[src/rtl/encoder_tx_scheduler.sv]
// Shares one combine_encoder between a UDP client (0) and a TCP client (1).
// Round-robin arbitration, encoder reset/start sequencing, payload streaming
// from the granted client's show-ahead FIFO, and done/err reporting per client.
//
// Ports:
//   clk_i            rising-edge clock
//   reset_i          synchronous active-high reset
//   req_i[1:0]       per-client level request, held until done_o[i]
//   len0_i, len1_i   payload byte count of client 0 / client 1
//   pl_data0_i/1_i   head word of each client FIFO (show-ahead)
//   pl_empty_i[1:0]  per-client FIFO empty
//   pl_rd_en_o[1:0]  per-client pop strobe (granted bit only)
//   gnt_o[1:0]       one-hot grant, RST_ENC through DONE/ABORT
//   done_o[1:0]      one-cycle completion pulse
//   err_o[1:0]       one-cycle error pulse, coincident with done_o
//   enc_reset_o      encoder reset pulse
//   enc_start_o      encoder start, high for the whole payload transfer
//   enc_data_av_o    enc_data_o valid
//   enc_data_o       payload word to the encoder
//   enc_udp0_tcp1_o  0 = UDP (client 0), 1 = TCP (client 1)
//   enc_len_o        latched length of the granted request
//   enc_fin_i        encoder packet-complete pulse
module encoder_tx_scheduler #(
    parameter int unsigned MAX_LEN        = 1460,
    parameter int unsigned TIMEOUT_CYCLES = 1024
) (
    input  logic        clk_i,
    input  logic        reset_i,
    input  logic [1:0]  req_i,
    input  logic [15:0] len0_i,
    input  logic [15:0] len1_i,
    input  logic [31:0] pl_data0_i,
    input  logic [31:0] pl_data1_i,
    input  logic [1:0]  pl_empty_i,
    output logic [1:0]  pl_rd_en_o,
    output logic [1:0]  gnt_o,
    output logic [1:0]  done_o,
    output logic [1:0]  err_o,
    output logic        enc_reset_o,
    output logic        enc_start_o,
    output logic        enc_data_av_o,
    output logic [31:0] enc_data_o,
    output logic        enc_udp0_tcp1_o,
    output logic [15:0] enc_len_o,
    input  logic        enc_fin_i
);

    localparam int unsigned LEN_W   = 16;
    localparam int unsigned DATA_W  = 32;
    localparam int unsigned WORDS_W = 15;
    localparam int unsigned TIMER_W = $clog2(TIMEOUT_CYCLES + 1);
    localparam logic [TIMER_W-1:0] TIMER_LAST = TIMER_W'(TIMEOUT_CYCLES - 1);

    typedef enum logic [2:0] {
        S_IDLE,
        S_RST_ENC,
        S_FEED,
        S_WAIT_FIN,
        S_DONE,
        S_ABORT
    } state_e;

    state_e               state_q, state_d;
    logic                 rr_ptr_q, rr_ptr_d;
    logic [1:0]           gnt_q, gnt_d;
    logic [WORDS_W-1:0]   words_q, words_d;
    logic [TIMER_W-1:0]   timer_q, timer_d;
    logic [1:0]           done_q, done_d;
    logic [1:0]           err_q, err_d;
    logic                 enc_reset_q, enc_reset_d;
    logic                 enc_start_q, enc_start_d;
    logic                 enc_data_av_q, enc_data_av_d;
    logic [DATA_W-1:0]    enc_data_q, enc_data_d;
    logic                 enc_udp0_tcp1_q, enc_udp0_tcp1_d;
    logic [LEN_W-1:0]     enc_len_q, enc_len_d;

    // Arbitration and request qualification for the IDLE decision
    logic                 winner_c;
    logic [LEN_W-1:0]     req_len_c;
    logic [WORDS_W-1:0]   req_words_c;
    logic                 len_ok_c;
    logic                 pop_c;
    logic [DATA_W-1:0]    head_data_c;

    assign winner_c    = (req_i == 2'b11) ? rr_ptr_q : req_i[1];
    assign req_len_c   = winner_c ? len1_i : len0_i;
    // 17-bit sum so 65535 bytes rounds up to 16384 words without wrapping
    assign req_words_c = WORDS_W'((17'(req_len_c) + 17'd3) >> 2);
    assign len_ok_c    = (req_len_c != '0) && (32'(req_len_c) <= MAX_LEN);
    assign head_data_c = gnt_q[1] ? pl_data1_i : pl_data0_i;

    // Pop is the registered grant qualified by the live empty flag, so the
    // show-ahead FIFO is never popped on a stale empty; reset blocks it at once.
    assign pop_c      = (state_q == S_FEED) && (words_q != '0) &&
                        ((gnt_q & ~pl_empty_i) != 2'b00);
    assign pl_rd_en_o = (pop_c && !reset_i) ? gnt_q : 2'b00;

    // State and output registers
    always_ff @(posedge clk_i) begin
        if (reset_i) begin
            state_q         <= S_IDLE;
            rr_ptr_q        <= 1'b0;
            gnt_q           <= '0;
            words_q         <= '0;
            timer_q         <= '0;
            done_q          <= '0;
            err_q           <= '0;
            enc_reset_q     <= 1'b0;
            enc_start_q     <= 1'b0;
            enc_data_av_q   <= 1'b0;
            enc_data_q      <= '0;
            enc_udp0_tcp1_q <= 1'b0;
            enc_len_q       <= '0;
        end else begin
            state_q         <= state_d;
            rr_ptr_q        <= rr_ptr_d;
            gnt_q           <= gnt_d;
            words_q         <= words_d;
            timer_q         <= timer_d;
            done_q          <= done_d;
            err_q           <= err_d;
            enc_reset_q     <= enc_reset_d;
            enc_start_q     <= enc_start_d;
            enc_data_av_q   <= enc_data_av_d;
            enc_data_q      <= enc_data_d;
            enc_udp0_tcp1_q <= enc_udp0_tcp1_d;
            enc_len_q       <= enc_len_d;
        end
    end

    // Next state; registered outputs are computed so they line up with the state they belong to
    always_comb begin
        state_d         = state_q;
        rr_ptr_d        = rr_ptr_q;
        gnt_d           = gnt_q;
        words_d         = words_q;
        timer_d         = timer_q;
        done_d          = 2'b00;
        err_d           = 2'b00;
        enc_reset_d     = 1'b0;
        enc_start_d     = 1'b0;
        enc_data_av_d   = 1'b0;
        enc_data_d      = enc_data_q;
        enc_udp0_tcp1_d = enc_udp0_tcp1_q;
        enc_len_d       = enc_len_q;

        case (state_q)
            S_IDLE: begin
                if (req_i != 2'b00) begin
                    gnt_d           = winner_c ? 2'b10 : 2'b01;
                    rr_ptr_d        = ~winner_c;
                    enc_udp0_tcp1_d = winner_c;
                    enc_len_d       = req_len_c;
                    words_d         = req_words_c;
                    timer_d         = '0;
                    if (len_ok_c) begin
                        state_d     = S_RST_ENC;
                        enc_reset_d = 1'b1;
                    end else begin
                        // Rejected without touching the encoder
                        state_d = S_ABORT;
                        done_d  = gnt_d;
                        err_d   = gnt_d;
                    end
                end
            end

            S_RST_ENC: begin
                state_d     = S_FEED;
                enc_start_d = 1'b1;
                timer_d     = '0;
            end

            S_FEED: begin
                enc_start_d = 1'b1;
                if (pop_c) begin
                    enc_data_d    = head_data_c;
                    enc_data_av_d = 1'b1;
                    words_d       = words_q - WORDS_W'(1);
                    timer_d       = '0;
                end else begin
                    timer_d = timer_q + TIMER_W'(1);
                end

                if (enc_fin_i) begin
                    // Encoder finished before it had the whole payload
                    state_d       = S_ABORT;
                    enc_start_d   = 1'b0;
                    enc_data_av_d = 1'b0;
                    enc_reset_d   = 1'b1;
                    done_d        = gnt_q;
                    err_d         = gnt_q;
                end else if (pop_c && (words_q == WORDS_W'(1))) begin
                    // Last word shows on enc_data in the first WAIT_FIN cycle
                    state_d = S_WAIT_FIN;
                    timer_d = '0;
                end else if (!pop_c && (timer_q == TIMER_LAST)) begin
                    state_d       = S_ABORT;
                    enc_start_d   = 1'b0;
                    enc_reset_d   = 1'b1;
                    done_d        = gnt_q;
                    err_d         = gnt_q;
                end
            end

            S_WAIT_FIN: begin
                if (enc_fin_i) begin
                    state_d = S_DONE;
                    done_d  = gnt_q;
                end else if (timer_q == TIMER_LAST) begin
                    state_d     = S_ABORT;
                    enc_reset_d = 1'b1;
                    done_d      = gnt_q;
                    err_d       = gnt_q;
                end else begin
                    timer_d = timer_q + TIMER_W'(1);
                end
            end

            S_DONE: begin
                gnt_d   = 2'b00;
                state_d = S_IDLE;
            end

            S_ABORT: begin
                gnt_d   = 2'b00;
                state_d = S_IDLE;
            end

            default: begin
                state_d = S_IDLE;
                gnt_d   = 2'b00;
            end
        endcase
    end

    assign gnt_o           = gnt_q;
    assign done_o          = done_q;
    assign err_o           = err_q;
    assign enc_reset_o     = enc_reset_q;
    assign enc_start_o     = enc_start_q;
    assign enc_data_av_o   = enc_data_av_q;
    assign enc_data_o      = enc_data_q;
    assign enc_udp0_tcp1_o = enc_udp0_tcp1_q;
    assign enc_len_o       = enc_len_q;

endmodule

[config.mk]
export PLATFORM = sky130hd
export DESIGN_NAME = encoder_tx_scheduler
export DESIGN_NICKNAME = d
export VERILOG_FILES = /design/src/rtl/encoder_tx_scheduler.sv
export SDC_FILE = /design/constraint.sdc
export NUM_CORES = 1
export LEC_CHECK = 0
export ABC_AREA = 1
export CORE_MARGIN = 2
export CORE_UTILIZATION = 48
export CTS_BUF_LIST = sky130_fd_sc_hd__clkbuf_4 sky130_fd_sc_hd__clkbuf_8
export CTS_CLUSTER_DIAMETER = 80
export DETAILED_ROUTE_END_ITERATION = 7
export PLACE_DENSITY = 0.9
export SLEW_MARGIN = 20
export SYNTH_ARGS = -nofsm -noshare
export SYNTH_HDL_FRONTEND = slang
export SYNTH_SLANG_ARGS = --single-unit
[constraint.sdc]
create_clock -name clk_i -period 1.9 [get_ports clk_i]
set_input_delay 0.38 -clock clk_i [delete_from_list [all_inputs] [get_ports clk_i]]
set_output_delay 0.38 -clock clk_i [all_outputs]
set_load 0.02 [all_outputs]
=== Yosys cells after proc, flatten, opt, wreduce, memory -nomap -nowiden ===
Cells that the tools add are included.
Widths: inputs -> output; s select.

* Add/sub/neg operators: 3
* Magnitude comparators: 1
* Eq/ne operators: 12
* Multiplexer cells: 48
* Bitwise operators: 5
* Reduce and logical (&&, ||, !) cells: 23

{| class="wikitable"
|+ Operators with widths
! cell !! number
|-
| $mux 11 || 6
|-
| $pmux 11 s4 || 1
|-
| $mux 32 || 1
|-
| $mux 15 || 2
|-
| $pmux 15 s2 || 1
|-
| $mux 2 || 11
|-
| $mux 3 || 7
|-
| $add 16x2->17 const B || 1
|-
| $le 16x11->1 const B || 1
|-
| $mux 16 || 1
|-
| $reduce_bool 16->1 || 1
|-
| $eq 15x1->1 const B || 1
|-
| $reduce_bool 15->1 || 1
|-
| $sub 15x1->15 const B || 1
|-
| $mux 1 || 12
|-
| $pmux 2 s3 || 2
|-
| $pmux 3 s4 || 1
|-
| $add 11x1->11 const B || 1
|-
| $eq 11x10->1 const B || 1
|-
| $ne 2x2->1 const B || 4
|-
| $eq 3x2->1 const B || 2
|-
| $logic_and 1x1->1 || 6
|-
| $reduce_and 2->1 || 3
|-
| $reduce_and 3->1 || 2
|-
| 16 further kinds || 22
|}

* Register bits after elaboration: 88
* Input port bits: 103
* Output and inout bits: 60
* Logic and storage cells: 105

=== Logic depth before layout (Yosys ltp) ===
Gate-level depths: netlist of the first run.

* Word-level depth: 10
* Depth in mapped cells: 18
* Depth with buffers taken out: 17

=== Worst setup path before layout of the first run ===
Ideal clock, no wire load.

* Path kind: register to output
* Start point: reg gnt_q[1] (netlist: gnt_o[1])
* End point: out pl_rd_en_o[1]
* Arrival: 1.759 ns
* Required time: 1.520 ns
* Path slack: -0.239 ns
* Stages on the path, launching flop included: 5
* Buffers on the path: 3
* Path through: dfxtp_1 -> clkbuf_1 -> clkbuf_1 -> clkbuf_1 -> nor3b_1

* Word-level cells in the longest chain between the ends: 5

{| class="wikitable"
|+ Ends and longest elaborated chain
! item !! line !! RTL
|-
| start: declaration || 65 || <nowiki>logic [1:0] gnt_q, gnt_d;</nowiki>
|-
| start signal: assignment || 117 || <nowiki>gnt_q <= gnt_d;</nowiki>
|-
| $and 2x2->2 || 95 || <nowiki>((gnt_q & ~pl_empty_i) != 2'b00);</nowiki>
|-
| $reduce_bool 2->1 || 95 ||
|-
| $logic_and 1x1->1 || 94 || <nowiki>assign pop_c = (state_q == S_FEED) && (words_q != '0) &&</nowiki>
|-
| $logic_and 1x1->1 || 96 || <nowiki>assign pl_rd_en_o = (pop_c && !reset_i) ? gnt_q : 2'b00;</nowiki>
|-
| $mux 2 (*) || 96 ||
|-
| end: declaration || 35 || <nowiki>output logic [1:0] pl_rd_en_o,</nowiki>
|}

Mark *: on every way between the ends. The rest lies on a longest branch, timed or not.

=== Worst setup path in the final report of the first run ===
* Start point: reg state_q[2]
* End point: reg state_q[0]

* Word-level cells in the longest chain between the ends: 7
* Elaborated cells on any way between the ends: 16
* Classes of those cells: eq/ne (6); mux (3); reduce/logical (7)

{| class="wikitable"
|+ Ends and longest elaborated chain
! item !! line !! RTL
|-
| start: declaration || 63 || <nowiki>state_e state_q, state_d;</nowiki>
|-
| start signal: assignment || 115 || <nowiki>state_q <= state_d;</nowiki>
|-
| $eq 3x2->1 || 94, 147 ||
|-
| $logic_and 1x1->1 (2 in a row) || 94 ||
|-
| $logic_and 1x1->1 or $logic_not 1->1 (tied branches) || 193, 197 ||
|-
| $mux 3 or $logic_and 1x1->1 (tied branches) || 193, 197 ||
|-
| $mux 3 or $ne 4x2->1 (tied branches) || -- ||
|-
| $pmux 3 s4 or $reduce_and 3->1 (tied branches) || -- ||
|}

Parallel ways exist; a longest one is shown, timed or not.
A chain may end at the register's enable or synchronous reset.

==> results of run 1 <==
stage by stage:
step	std cells	TNS (ns)	setup WS [ns]	area [µm²]	hold WS, ns
floorplan	743	0	0.0799	4930	0.439
global placement	1093	-11.79	-0.431	7290	0.444
detailed placement	1093	-14.70	-0.486	7290	0.452
CTS	1112	-0.0914	-0.0479	7550	0.467
global route	1128	-8.05	-0.580	8090	0.504
finish	1128	-3.91	-0.328	8090	0.468
cells in the mapped netlist (10+ instances only):
cell type	count	area, µm²
nor2_1	93	349
nor3_1	13	65.1
nand2_1	104	390
nand2_2	19	119
inv_1	88	330
dfxtp_1	88	1760
clkbuf_1	22	82.6
a21oi_1	113	566
inv_2	10	37.5
o21ai_0	71	355
nand3_1	32	160
cells by family (layout without fill, tap and decap cells):
kind of cell             after synthesis  in the layout
AO/OA/AOI/OAI                        209            209
adder cells (fa/ha/maj)                3              3
flip-flops                            88             88
AND/OR/NAND/NOR                      297            297
buffers and inverters                136            388
XOR/XNOR                              10             10
state kept, by name (all words and copies together) (netlist names):
name and cells:
enc_udp0_tcp1_o 1, enc_data_av_o 1, words_q 15, timer_q 11, enc_reset_o 1, rr_ptr_q 1, state_q 3, enc_len_o 16
done_o 2, gnt_o 2, enc_data_o 32, enc_start_o 1, err_o 2
placed cells by master (no fill, tap or decap), drive strengths merged, types with 2 or more instances in the layout:
master and n:
a21oi 113, a31oi 5, buf 110, clkbuf 11
clkdlybuf4s50 157, clkinv 5, dfxtp 88, dlygate4sd2 2
ha 3, inv 101, nand2 127, nand3 33
nand3b 4, nand4 6, nor2 106, nor3 15
nor4 2, o211ai 3, o21a 2, o21ai 82
or2 2, xnor2 2, xor2 8
worst min-delay path, cell delays in order, from the launching register on:
cell and delay, ns:
dfxtp_1 0.32, nand2_1 0.06, a21oi_1 0.05
cell type report:
class | count | area [µm²] | area share
inverters | 100 | 388 | 0.0479
well taps | 133 | 166 | 0.0206
repair buffers | 272 | 2580 | 0.318
multi-input cells | 519 | 2980 | 0.369
clock inverters | 7 | 78.8 | 0.00974
clock buffers | 9 | 124 | 0.0153
flip-flops and latches | 88 | 1780 | 0.219
how the worst max path moves through the flow:
stage / startpoint / endpoint / slack [ns] / cells after the start
after floorplan: gnt_o[1] / pl_rd_en_o[1] / 0.08 / 4
after global placement: req_i[0] / err_o[1] / -0.43 / 16
after detailed placement: req_i[0] / state_q[2] / -0.49 / 17
after CTS: state_q[2] / pl_rd_en_o[1] / -0.05 / 8
after global routing: state_q[2] / state_q[0] / -0.58 / 14
final: state_q[2] / state_q[0] / -0.33 / 14
metal layers:
| layer | wire length, µm | share of wire |
|---|---|---|
| met1 | 7870 | 0.34 |
| met2 | 10800 | 0.47 |
| met3 | 2650 | 0.11 |
| met4 | 1820 | 0.079 |
| met5 | 0 | 0 |
timing repair:
action	in CTS	in global routing
setup buffers	4	13
setup endpoints to repair	29	47
cloned	0	3
gates resized for setup	30	105
pin swaps	9	41
report_power, final:
group / leakage, µW / switching, µW / internal, µW
Sequential: 0.000723 / 275 / 2280
Clock: 0.000104 / 757 / 623
Combinational: 0.00272 / 3260 / 2400
Total: 0.00355 / 4290 / 5300
==> out/results.txt, run 1 <==
fin crit period -> 2.23 ns
Buf/Inv on CP -> 3
xor/xnor cell area share of the yosys netlist -> 0.0178
Die ar. -> 11100 µm²
number of global-route vias before repair -> 5597
failing checks -> setup timing
reg-to-reg setup timing slack -> -0.33 ns
worst hold start -> timer_q[9]
clk sinks -> 88
Hold Path Class -> reg -> reg
layout cells sized above 1 -> 0.258
routed length per instance -> 20.5 µm
CP most frequent cell -> nand2_1
Final WS setup -> -0.328 ns
Worst EP arrival -> 2.51 ns
maximum clock insertion buffer count -> 2
sequential share of the synthesized area -> 0.358
hold buffer count at cts -> 0
drt first pass iters -> 7
Critical Path RT -> 2.19 ns
RSZ-0062 raised after global routing -> true
crit-path cells -> inv_2 > nand2_2 > nor2_4 > nand2_2 > o21ai_2 > nand2_4 > buf_6 > inv_4 > nand2_1 > nand4_1 > nand2_1 > nor2_2 > nand2_1 > a21oi_2
Fillers -> 451
FF-to-FF End -> state_q[0]
RD Place Congestion -> 0.914
Slew Viols, Final -> 0
synth warn -> 0
Floorplan Core Area -> 9860 µm²
overall power -> 9590 µW
# Max-Cap Violations -> 0
total track usage -> 0.287
Least-Margin Pin Slew -> 0.765 ns
path depth of the worst reg2reg path -> 14
Seq cells post-synth -> 88
hold-critical path endpoint -> timer_q[9]
number of enable flip-flop cells after synthesis -> 0
Total Nets Final -> 1096
Max-slew headroom -> 0.490
family with the most delay on the worst path -> simple AND/OR/NAND/NOR gates
maximum level of the CTS H-tree -> 3
final core occ -> 0.820
Final Hold Fails -> 0
Synth Area in Adders -> 0.00764
Vias -> 6824
CTS Buf Count -> 9
GRT busiest layer -> met2
post-synth net total -> 849
fin crit share -> 1.17
Initial DRC Count -> 1080
post-synthesis mux area share -> 0
Lkg Pwr -> 0.00355 µW
average instance area after synthesis -> 6.62 µm²
Unique masters post-synth -> 42
Rows -> 36
Post-DRT Antenna Nets -> 0
crit path kind -> reg -> reg
first-pass GRT wire length -> 25900 µm
# setup viols final -> 30
Syn Inst Count -> 743
mapped cell area -> 4920 µm²
worst vdd ir -> 0.825 mV
main combinational cell family by area after synthesis -> simple AND/OR/NAND/NOR gates
largest net degree at the start of global routing -> 68
Initial Util -> 0.498
die extent in y -> 105 µm
Max Fclk -> 0.449 GHz
slowest stage delay, CP -> 0.34 ns
antenna diode count -> 0
via/cell ratio -> 6.05
worst r2r src -> state_q[2]
Cell Pwr Density -> 1190 nW/µm²
met1 GRT Util -> 0.357
IO Count -> 163
Slowest-stage cell, CP -> dfxtp_2
Worst Setup Start Kind -> flop
CP Max Fanout -> 5
Critical Path End Type -> flop
Compound-Gate Fraction of Synth Area -> 0.223
port buffer count -> 162
Routed WL -> 23200 µm
Post-synth ARST share -> 0
simple-gate share of the synthesized area -> 0.280
run status -> finished with violations
GRT met2 Usage -> 0.490
Worst-Skew Late Latency -> 0.37 ns
Clock Skews -> 0.0151 ns
Synth Flop Type -> dfxtp_1
Worst-path clk slew -> 0.10 ns
initial antenna violation count -> 0
Area Overhead vs Synth -> 64.6%
remaining routing DRC violations -> 0
Die X -> 105 µm
GRT overflow -> 0
hold path depth -> 2
CTS tree -> done
met3 Use GR -> 0.0468
clock root buffer -> clkbuf_8
post-DP HPWL -> 11900 µm
Note: power is estimated with default switching activity, not from simulation.
==> run 2, diff against run 1 <==
==> constraint.sdc (replaced) <==
create_clock -name clk_i -period 1.9 [get_ports clk_i]
set_input_delay 0.475 -clock clk_i [delete_from_list [all_inputs] [get_ports clk_i]]
set_output_delay 0.475 -clock clk_i [all_outputs]
set_load 0.02 [all_outputs]
==> out/results.txt, run 2 (synthesized netlist as in run 1, its figures left out) <==
total track usage -> 0.323 (+0.0360)
crit-path cells -> inv_2 > nand2_4 > nor2_4 > nand2_2 > o21ai_4 > nand2_4 > nor3b_4 > buf_6
clk sinks -> 88 (unchanged)
fin crit period -> 2.16 ns (-0.0661 ns)
remaining routing DRC violations -> 0 (unchanged)
Crit. path cell count -> 8 (-6)
Total Nets Final -> 1112 (+1.5%)
Critical Path RT -> 1.42 ns (-0.77 ns)
CP most frequent cell -> nand2_4
Final WS setup -> -0.261 ns (+0.0661 ns)
Hold Path Class -> reg -> reg
critical path endpoint -> pl_rd_en_o[1]
Worst Setup SP -> state_q[2]
hold slack -> 0.491 ns (+0.0229 ns)
family with the most delay on the worst path -> simple AND/OR/NAND/NOR gates
drt first pass iters -> 8 (+1)
Routed WL -> 22300 µm (-3.9%)
post-route design area -> 8250 µm² (+1.9%)
CP Max Fanout -> 3 (-2)
RSZ-0062 raised after global routing -> true
Max Fclk -> 0.463 GHz (+3.1%)
Worst-Skew Late Latency -> 0.37 ns (about the same)
sequential share of power -> 0.258 (-0.008)
Die X -> 105 µm (unchanged)
failing checks -> setup timing
layout cells sized above 1 -> 0.274 (+0.0157)
final core occ -> 0.836 (+0.0157)
Critical Path End Type -> primary output
FF-to-FF End -> words_q[7]
Post-DRT Antenna Nets -> 0 (unchanged)
Worst EP arrival -> 1.69 ns (-0.82 ns)
Max-slew headroom -> 0.554 (+0.0640)
Floorplan Core Area -> 9860 µm² (unchanged)
slowest stage delay, CP -> 0.34 ns (about the same)
run status -> finished with violations
clock root buffer -> clkbuf_8
P_sw -> 4480 µW (+4.5%)
Fillers -> 457 (+1.3%)
port buffer count -> 162 (unchanged)
clock power share -> 0.146 (+0.002)
maximum clock insertion buffer count -> 2 (unchanged)
Clock Skews -> 0.0168 ns (+0.00171 ns)
Final Hold Fails -> 0 (unchanged)
most common cell after layout, fill and taps aside -> clkdlybuf4s50_1
CTS Buf Count -> 9 (unchanged)
RD Place Congestion -> 1.02 (+11%)
Vias -> 6774 (-0.73%)
first-pass GRT wire length -> 29100 µm (+12%)
Rows -> 36 (unchanged)
Comb power frac -> 0.596 (+0.006)
Least-Margin Pin Slew -> 0.670 ns (-0.0951 ns)
initial antenna violation count -> 0 (unchanged)
routed length per instance -> 19.5 µm (-5.3%)
GRT overflow -> 0 (unchanged)
Die ar. -> 11100 µm² (unchanged)
Cell Pwr Density -> 1200 nW/µm² (+1.1%)
reg-to-reg setup timing slack -> -0.17 ns (+0.16 ns)
fin crit share -> 1.14 (-0.0348)
Worst-path clk slew -> 0.10 ns (about the same)
Net Sw Frac -> 0.453 (+0.00627)
Slowest-stage cell, CP -> dfxtp_2
Fin Setup TNS -> -2.15 ns (+1.76 ns)
antenna diode count -> 0 (unchanged)
number of global-route vias before repair -> 6140 (+9.7%)
largest net degree at the start of global routing -> 68 (unchanged)
path depth of the worst reg2reg path -> 10 (-4)
Slew Viols, Final -> 0 (unchanged)
die extent in y -> 105 µm (unchanged)
worst vdd ir -> 0.962 mV (+17%)
Worst Setup Start Kind -> flop
crit path kind -> reg -> out
# Max-Cap Violations -> 0 (unchanged)
Buf/Inv on CP -> 2 (-1)
internal power -> 5400 µW (+1.9%)
post-DP HPWL -> 12500 µm (+5.3%)
Area Overhead vs Synth -> 67.7%
Initial DRC Count -> 905 (-16%)
CTS tree -> done
# setup viols final -> 22 (-27%)
Lkg Pwr -> 0.00363 µW (+2.3%)
via/cell ratio -> 5.92 (-2.1%)
most frequent cells in the layout -> clkdlybuf4s50_1, buf_4, a21oi_1, nand2_1, inv_1
worst r2r src -> state_q[0]
IO Count -> 163 (unchanged)
maximum level of the CTS H-tree -> 3 (unchanged)
Area after DPL -> 7370 µm² (+0.99%)
Largest register FFs -> 32 (unchanged)
Initial Util -> 0.498 (unchanged)
[run 2: worst min path at each step]
stage | cells past startpoint | from | slack [ns] | to
3_3_place_gp | 2 | timer_q[9] | 0.45 | timer_q[9]
6_report | 2 | timer_q[9] | 0.49 | timer_q[9]
5_1_grt | 2 | timer_q[9] | 0.51 | timer_q[9]
4_1_cts | 2 | timer_q[9] | 0.49 | timer_q[9]
2_1_floorplan | 2 | timer_q[9] | 0.44 | timer_q[9]
3_5_place_dp | 2 | timer_q[9] | 0.47 | timer_q[9]
[run 2: power groups by stage]
stage | sequential [µW] | clock [µW] | combinational (µW)
final | 2550 | 1440 | 5890
after global routing | 2580 | 1510 | 6200
after CTS | 2500 | 1390 | 4960
after detailed placement | 2510 | 0 | 4690
after global placement | 2490 | 0 | 4540
after floorplan | 2830 | 0 | 2240
[run 2: metrics by stage]
| stage | instances | power (µW) | setup WS, ns |
|---|---|---|---|
| 6_report | 1144 | 9890 | -0.261 |
| 5_1_grt | 1144 | 10300 | -0.348 |
| 4_1_cts | 1127 | 8860 | -0.213 |
| 3_5_place_dp | 1106 | 7200 | -0.696 |
| 3_3_place_gp | 1106 | 7040 | -0.681 |
| 2_1_floorplan | 743 | 5060 | 0.000943 |
[run 2: worst register-to-register path, cell delays in order, from the launching register on]
cell and delay, ns:
dfxtp_1 0.37, buf_4 0.17, nor3_4 0.27, inv_2 0.11, nor2_2 0.14, buf_4 0.19, nor2_8 0.06, inv_4 0.13
o21ai_0 0.13, a31oi_1 0.28, nor2_1 0.10
[run 2: layout make-up]
type,count,area [µm²],share of cell area
multi-input combinational,521,3050,0.370
sequential,88,1780,0.216
inverter,100,398,0.0483
timing repair inverter,1,5.00,0.000607
timing repair buffer,285,2630,0.319
clock buffer,10,138,0.0167
clock inverter,6,72.6,0.00880
tap,133,166,0.0202
[run 2: per-layer routing]
metal	wire length, µm	vias up	global-route usage	part of all wire
met2	10600	545	0.554	0.48
met1	7890	3123	0.394	0.35
li1	-	2948	-	-
met5	0	-	0	0
met3	2170	158	0.0611	0.097
met4	1580	0	0.133	0.071
[run 2: what timing repair did]
item	in CTS	in global routing
resized for setup	57	115
gates cloned	0	4
pin swaps	14	30
hold buffers	0	0
setup buffers	5	13
setup endpoints to repair	61	56
